`config.mk`:
```
export PLATFORM = sky130hd
export DESIGN_NAME = mult_sequencer
export DESIGN_NICKNAME = d
export VERILOG_FILES = /design/src/rtl/mult_sequencer.sv
export SDC_FILE = /design/constraint.sdc
export NUM_CORES = 1
export LEC_CHECK = 0
export CAP_MARGIN = 20
export CORE_UTILIZATION = 49
export CTS_CLUSTER_SIZE = 8
export DETAILED_ROUTE_END_ITERATION = 16
export PLACE_DENSITY_LB_ADDON = 0.25
export SLEW_MARGIN = 10
export SYNTH_ARGS = -nofsm -noshare
export SYNTH_HDL_FRONTEND = slang
export SYNTH_SLANG_ARGS = --single-unit
export TNS_END_PERCENT = 30
```
`constraint.sdc`:
```
create_clock -name sys_clk -period 4 [get_ports sys_clk]
set_input_delay 0.8 -clock sys_clk [delete_from_list [all_inputs] [get_ports sys_clk]]
set_output_delay 0.8 -clock sys_clk [all_outputs]
set_load 0.02 [all_outputs]
```
`src/rtl/mult_sequencer.sv`:
```
// Control sequencer for an N-bit shift-add multiplier datapath.
// Moore FSM: every strobe is a pure function of the current state.
module mult_sequencer #(
  parameter int unsigned N = 4
) (
  input  logic       sys_clk,
  input  logic       sys_rst,
  input  logic       start,
  input  logic       abort,
  input  logic       flag,
  output logic       enA,
  output logic       enB,
  output logic       clrACC,
  output logic       enACC,
  output logic       enSR,
  output logic       SRsel,
  output logic [2:0] alu_op,
  output logic       enDPO,
  output logic       busy,
  output logic       done
);

  localparam int unsigned CNT_W = (N > 1) ? $clog2(N) : 1;
  localparam int unsigned ALU_W = 3;
  localparam logic [ALU_W-1:0] ALU_ADD  = 3'b001;
  localparam logic [ALU_W-1:0] ALU_PASS = 3'b000;
  localparam logic [CNT_W-1:0] LAST_ITER = CNT_W'(N - 1);

  typedef enum logic [2:0] {
    IDLE,
    LOAD,
    TEST,
    ADD,
    SHIFT,
    STORE,
    DONE
  } state_t;

  typedef struct packed {
    logic             en_a;
    logic             en_b;
    logic             clr_acc;
    logic             en_acc;
    logic             en_sr;
    logic             sr_sel;
    logic [ALU_W-1:0] alu_op;
    logic             en_dpo;
    logic             busy;
    logic             done;
  } ctrl_t;

  state_t           state_q;
  state_t           state_d;
  logic [CNT_W-1:0] cnt_q;
  ctrl_t            ctrl_q;
  logic             abortable_c;
  logic             last_iter_c;

  // Strobe table; registering decode(state_d) keeps outputs equal to decode(state_q).
  function automatic ctrl_t decode(input state_t s);
    ctrl_t c;
    c = '0;
    c.busy = (s != IDLE);
    case (s)
      LOAD: begin
        c.en_a    = 1'b1;
        c.en_b    = 1'b1;
        c.clr_acc = 1'b1;
        c.en_sr   = 1'b1;
        c.sr_sel  = 1'b1;
      end
      ADD: begin
        c.alu_op = ALU_ADD;
        c.en_acc = 1'b1;
      end
      SHIFT: begin
        c.en_sr  = 1'b1;
        c.sr_sel = 1'b0;
        c.alu_op = ALU_PASS;
        c.en_acc = 1'b1;
      end
      STORE: c.en_dpo = 1'b1;
      DONE:  c.done   = 1'b1;
      default: c = c;
    endcase
    return c;
  endfunction

  assign abortable_c = (state_q != IDLE) && (state_q != DONE);
  assign last_iter_c = (cnt_q == LAST_ITER);

  // State register
  always_ff @(posedge sys_clk or posedge sys_rst) begin
    if (sys_rst) begin
      state_q <= IDLE;
    end else begin
      state_q <= state_d;
    end
  end

  // Next-state logic; abort overrides every other transition
  always_comb begin
    state_d = state_q;
    case (state_q)
      IDLE:    if (start) state_d = LOAD;
      LOAD:    state_d = TEST;
      TEST:    state_d = flag ? ADD : SHIFT;
      ADD:     state_d = SHIFT;
      SHIFT:   state_d = last_iter_c ? STORE : TEST;
      STORE:   state_d = DONE;
      DONE:    state_d = IDLE;
      default: state_d = IDLE;
    endcase
    if (abort && abortable_c) begin
      state_d = IDLE;
    end
  end

  // Iteration counter: cleared on load, advanced as each SHIFT is left
  always_ff @(posedge sys_clk or posedge sys_rst) begin
    if (sys_rst) begin
      cnt_q <= '0;
    end else if (state_q == LOAD) begin
      cnt_q <= '0;
    end else if ((state_q == SHIFT) && !abort) begin
      cnt_q <= cnt_q + CNT_W'(1);
    end
  end

  // Output register
  always_ff @(posedge sys_clk or posedge sys_rst) begin
    if (sys_rst) begin
      ctrl_q <= '0;
    end else begin
      ctrl_q <= decode(state_d);
    end
  end

  assign enA    = ctrl_q.en_a;
  assign enB    = ctrl_q.en_b;
  assign clrACC = ctrl_q.clr_acc;
  assign enACC  = ctrl_q.en_acc;
  assign enSR   = ctrl_q.en_sr;
  assign SRsel  = ctrl_q.sr_sel;
  assign alu_op = ctrl_q.alu_op;
  assign enDPO  = ctrl_q.en_dpo;
  assign busy   = ctrl_q.busy;
  assign done   = ctrl_q.done;

endmodule

```
==> impl_metrics.py, run 1 <==
metrics = {
    "run_status": {
        "status": "completed",
    },
    "timing": {
        "fmax_ghz": 0.494,
        "period_minus_slack_ps": 2030,
        "finClkSkew_ps": 3.91,
        "finalSetupViolations": 0,
        "min_period_over_period": 0.506,
        "setup-tns-final_ps": 0,
        "grt_setup_unrepaired": "false",
        "final_max_slew_viol_count": 0,
        "hold_viol": 0,
    },
    "place": {
        "gp_congestion": 0.808,
        "io_buffer_count": 14,
        "dp_cells": 87,
        "place_hpwl_um": 756,
    },
    "die": {
        "die_w_um": 38.7,
        "io_pins": 17,
        "core_area_sq_mm": 0.00117,
        "die_area_sq_mm": 0.00149,
        "row_count": 12,
        "die_h_um": 38.7,
        "initial_core_util": 0.562,
    },
    "clocking": {
        "cts_inserted_buffers": 3,
        "cts_hold_buf": 0,
        "insertion_delay_ps": 260,
        "cts-root-buf": "clkbuf_4",
        "path_clk_slew_ps": 80,
        "postCtsSetupBuffers": 0,
        "cts_tree": "yes",
        "cts.repair.resized": 0,
        "cts_sinks": 13,
        "clock_path_buffers": 2,
        "htree_levels": 1,
    },
    "power": {
        "peakVddDrop_v": 0.000353,
        "leakagePower_nw": 0.369,
        "power_density_mw_per_mm2": 642,
    },
    "setup_path": {
        "end_kind": "output port",
        "critPathBufInv": 1,
        "crit_chain": "clkdlybuf4s50_1",
        "crit_fanout": 3,
        "worstSetupPathType": "flip-flop to output port",
        "arrival_ps": 1230,
        "critical_path.slowest_cell": "clkdlybuf4s50_1",
        "crit_family": "buffers and inverters",
        "critPathMaxStageDelay_ps": 600,
        "ff2ff_setup_slack_ps": 2530,
        "worstSetupStartpointType": "flip-flop",
        "required_ps": 3200,
    },
    "logic_synthesis": {
        "ys_types": 29,
        "syn_avg_cell_area_sq_um": 10.1,
        "synth_edf_count": 0,
        "syn_area_sq_um": 658,
        "async_flop_share": 1.00,
        "ys_seq_elements": 13,
        "netlist_instances": 65,
        "ys.flop_type": "dfrtp_1",
        "synth-seq-area-share": 0.494,
        "synth-warning-count": 0,
    },
    "global_route": {
        "grt.total_usage": 0.176,
        "antenna_found_initial": 0,
        "grt_pass1_wl_mm": 1.71,
        "grt_max_degree": 16,
        "overflow": 0,
        "grt_pass1_vias": 411,
    },
    "flow_run": {
        "maxCapViolCount": 0,
    },
    "finish": {
        "mostFrequentLayoutCells": "14 x clkdlybuf4s50_1, 13 x dfrtp_1, 10 x nor2_1",
        "diodes": 0,
        "layout.nets": 84,
        "final_cells": 91,
        "fillers": 98,
        "layout-drive-gt1-share": 0.117,
        "final_common_cell": "clkdlybuf4s50_1",
        "area.growth.synth_to_final_pct": 20.7,
    },
    "route": {
        "routed_wirelength_mm": 1.04,
        "drt_iter0_drc": 7,
        "num_vias": 460,
        "wl_per_cell_um": 11.4,
        "drc": 0,
        "ant_nets": 0,
        "drt_pass1_iterations": 4,
        "vias_per_cell": 5.05,
    },
    "min_path": {
        "worstHoldPathType": "flip-flop to flip-flop",
    },
}
==> state kept, by name, indices dropped and copies added, names as in the netlist <==
signal and flops:
cnt_q 2, alu_op 1, enSR 1, state_q 3
SRsel 1, clrACC 1, busy 1, enACC 1
done 1, enDPO 1
==> routing by layer <==
layer / vias to the layer above / routed length [um] / track usage
met3: 2 / 50 / 0.0520
met1: 209 / 503 / 0.217
met5: - / 0 / 0
met4: 0 / 20 / 0.103
li1: 235 / - / -
met2: 14 / 466 / 0.271
==> where the power goes <==
part           switching (W)  internal, W  total (W)
clock network      0.0000391    0.0000385  0.0000776
logic               0.000115     0.000113   0.000228
registers          0.0000366     0.000168   0.000204
==> metrics by stage <==
stage / utilization / cell area, sq um / total power, W / setup WS, ps / hold WS [ps]
6_report: 0.678 / 795 / 0.000510 / 1970 / 513
3_5_place_dp: 0.656 / 768 / 0.000435 / 1810 / 509
5_1_grt: 0.678 / 795 / 0.000545 / 1900 / 568
3_3_place_gp: 0.656 / 768 / 0.000431 / 1850 / 489
4_1_cts: 0.678 / 795 / 0.000515 / 1960 / 524
2_1_floorplan: - / 662 / 0.000372 / 2400 / 465
==> synth_stat cells (2+ instances only) <==
cell type	instances	area share
nand2b_1	2	0.019
nor2_1	10	0.057
o21ai_1	2	0.015
nand2_1	3	0.017
a21oi_1	3	0.023
nor2b_1	2	0.019
buf_4	4	0.046
inv_1	3	0.017
dfrtp_1	13	0.49
and3_1	2	0.019
buf_2	2	0.015
a22o_1	2	0.027
==> tightest hold or removal path, delay by kind of cell (launching register included) <==
family | cells | cell delay [ps]
AO/OA/AOI/OAI | 1 | 70
flip-flops | 1 | 360
AND/OR/NAND/NOR | 1 | 50
==> cell type report <==
class,instances,area (sq um),area share
clock buffers,4,26.3,0.0331
inverters,4,15.0,0.0189
flip-flops and latches,13,325,0.409
repair buffers,14,140,0.176
well taps,14,17.5,0.0220
multi-input cells,42,270,0.340
==> cell families after synthesis <==
group,synth area share
simple gates,0.160
mux,0.0380
buf+inv,0.101
other cells,0.00570
fa+ha+maj,0.0190
flops,0.494
compound gates,0.183
==> worst paths after layout <==
path / startpoint / depth (start not counted) / end
setup / recovery: clrACC / 1 / enA
hold / removal: cnt_q[1] / 2 / cnt_q[1]
setup reg to reg: cnt_q[0] / 5 / busy
hold reg to reg: cnt_q[1] / 2 / cnt_q[1]
max in group asynchronous: sys_rst / 2 / state_q[2]
min in group asynchronous: sys_rst / 2 / enSR
No activity file was read; power rests on OpenSTA's default activity.
==> inputs of run 2 (changes only) <==
- CORE_ASPECT_RATIO: unset -> 1.2
- CORE_UTILIZATION: 49 -> 41
- clock period: 4 -> 1.7 ns (I/O delays scaled with it)
==> impl_metrics.py, run 2 (synthesis results as in run 1) <==
metrics = {
    "global_route": {
        "grt.total_usage": 0.152,
        "busiest_layer": "met2",
        "grt_use_met1": 0.199,
        "grt_max_degree": 14,
        "met3_usage": 0.0294,
        "grt_pass1_wl_mm": 1.75,
        "antenna_found_initial": 0,
        "overflow": 0,
        "grtUsageMet2": 0.213,
        "grt_pass1_vias": 409,
    },
    "clocking": {
        "cts.repair.resized": 0,
        "path_clk_slew_ps": 80,
        "cts_tree": "yes",
        "clock_path_buffers": 2,
        "cts-root-buf": "clkbuf_4",
        "postCtsSetupBuffers": 0,
        "cts_inserted_buffers": 3,
        "htree_levels": 1,
        "insertion_delay_ps": 270,
        "cts_hold_buf": 0,
        "cts_sinks": 13,
    },
    "die": {
        "die_w_um": 38.6,
        "die_area_sq_mm": 0.00177,
        "io_pins": 17,
        "initial_core_util": 0.450,
        "die_h_um": 45.9,
        "core_area_sq_mm": 0.00146,
        "row_count": 15,
    },
    "place": {
        "gp_congestion": 0.789,
        "dp_cells": 92,
        "place_hpwl_um": 822,
        "io_buffer_count": 14,
    },
    "setup_path": {
        "critPathMaxStageDelay_ps": 600,
        "crit_fanout": 3,
        "critPathBufInv": 1,
        "required_ps": 1360,
        "crit_chain": "clkdlybuf4s50_1",
        "end_kind": "output port",
        "worstSetupPathType": "flip-flop to output port",
        "critical_path.slowest_cell": "clkdlybuf4s50_1",
        "crit_family": "buffers and inverters",
        "arrival_ps": 1240,
        "worstSetupStartpointType": "flip-flop",
    },
    "route": {
        "num_vias": 487,
        "wl_per_cell_um": 11.4,
        "drc": 0,
        "vias_per_cell": 5.07,
        "drt_pass1_iterations": 5,
        "routed_wirelength_mm": 1.09,
        "drt_iter0_drc": 16,
        "ant_nets": 0,
    },
    "min_path": {
        "worstHoldPathType": "input port to async pin",
    },
    "timing": {
        "fmax_ghz": 0.635,
        "setup-tns-final_ps": 0,
        "final_max_slew_viol_count": 0,
        "finClkSkew_ps": 3.16,
        "min_period_over_period": 0.927,
        "hold_viol": 0,
        "grt_setup_unrepaired": "false",
        "hold_slack_ps": 383,
        "period_minus_slack_ps": 1580,
        "finalSetupViolations": 0,
    },
    "finish": {
        "largestRegisters": "state_q (3), cnt_q (2)",
        "mostFrequentLayoutCells": "14 x clkdlybuf4s50_1, 13 x dfrtp_1, 10 x nor2_1",
        "final_common_cell": "clkdlybuf4s50_1",
        "max_flop_register": "state_q",
        "final_cells": 96,
        "fillers": 151,
        "layout.nets": 86,
        "largest_reg_flops": 3,
        "diodes": 0,
        "area.growth.synth_to_final_pct": 23.6,
        "layout-drive-gt1-share": 0.139,
    },
    "power": {
        "peakVddDrop_v": 0.000658,
        "leakagePower_nw": 0.379,
        "power_density_mw_per_mm2": 1490,
    },
    "run_status": {
        "status": "completed",
    },
    "flow_run": {
        "maxCapViolCount": 0,
    },
}
## run 2: metal layers
metal  vias to the layer above  routed length, um
met5                         -                  0
met4                         0                 23
met3                         4                 34
met2                        12                535
met1                       230                498
li1                        241                  -
## run 2: layout make-up
| cell class | count | area [sq um] | area share |
|---|---|---|---|
| Clock buffer | 4 | 26.3 | 0.0323 |
| Inverter | 4 | 15.0 | 0.0185 |
| Multi-Input combinational cell | 42 | 270 | 0.332 |
| Sequential cell | 13 | 325 | 0.400 |
| Tap cell | 17 | 21.3 | 0.0262 |
| Timing Repair Buffer | 16 | 155 | 0.191 |
## run 2: path summary, 6_finish.rpt
path,slack [ps],end,startpoint,cells after the start
worst max-delay path,120,clrACC,clrACC,1
max in group asynchronous,980,state_q[1],sys_rst,2
min in group sys_clk,520,cnt_q[1],cnt_q[1],2
worst min-delay path,380,done,sys_rst,2
worst max register to register,250,busy,cnt_q[0],5
worst min register to register,520,cnt_q[1],cnt_q[1],2
## run 2: power breakdown
part | switching [W] | internal, W | leakage [nW]
combinational | 0.000274 | 0.000272 | 0.191
sequential | 0.0000809 | 0.000395 | 0.173
clock | 0.0000967 | 0.0000910 | 0.0150
## run 2: metrics by stage
| step | utilization | power (W) | setup slack (ps) | instance area [sq um] |
|---|---|---|---|---|
| final | 0.556 | 0.00121 | 124 | 813 |
| after global routing | 0.556 | 0.00130 | 53.5 | 813 |
| after CTS | 0.556 | 0.00122 | 111 | 813 |
| after detailed placement | 0.538 | 0.00103 | 92.4 | 787 |
| after global placement | 0.538 | 0.00103 | 97.8 | 787 |
| after floorplan | - | 0.000875 | 342 | 662 |
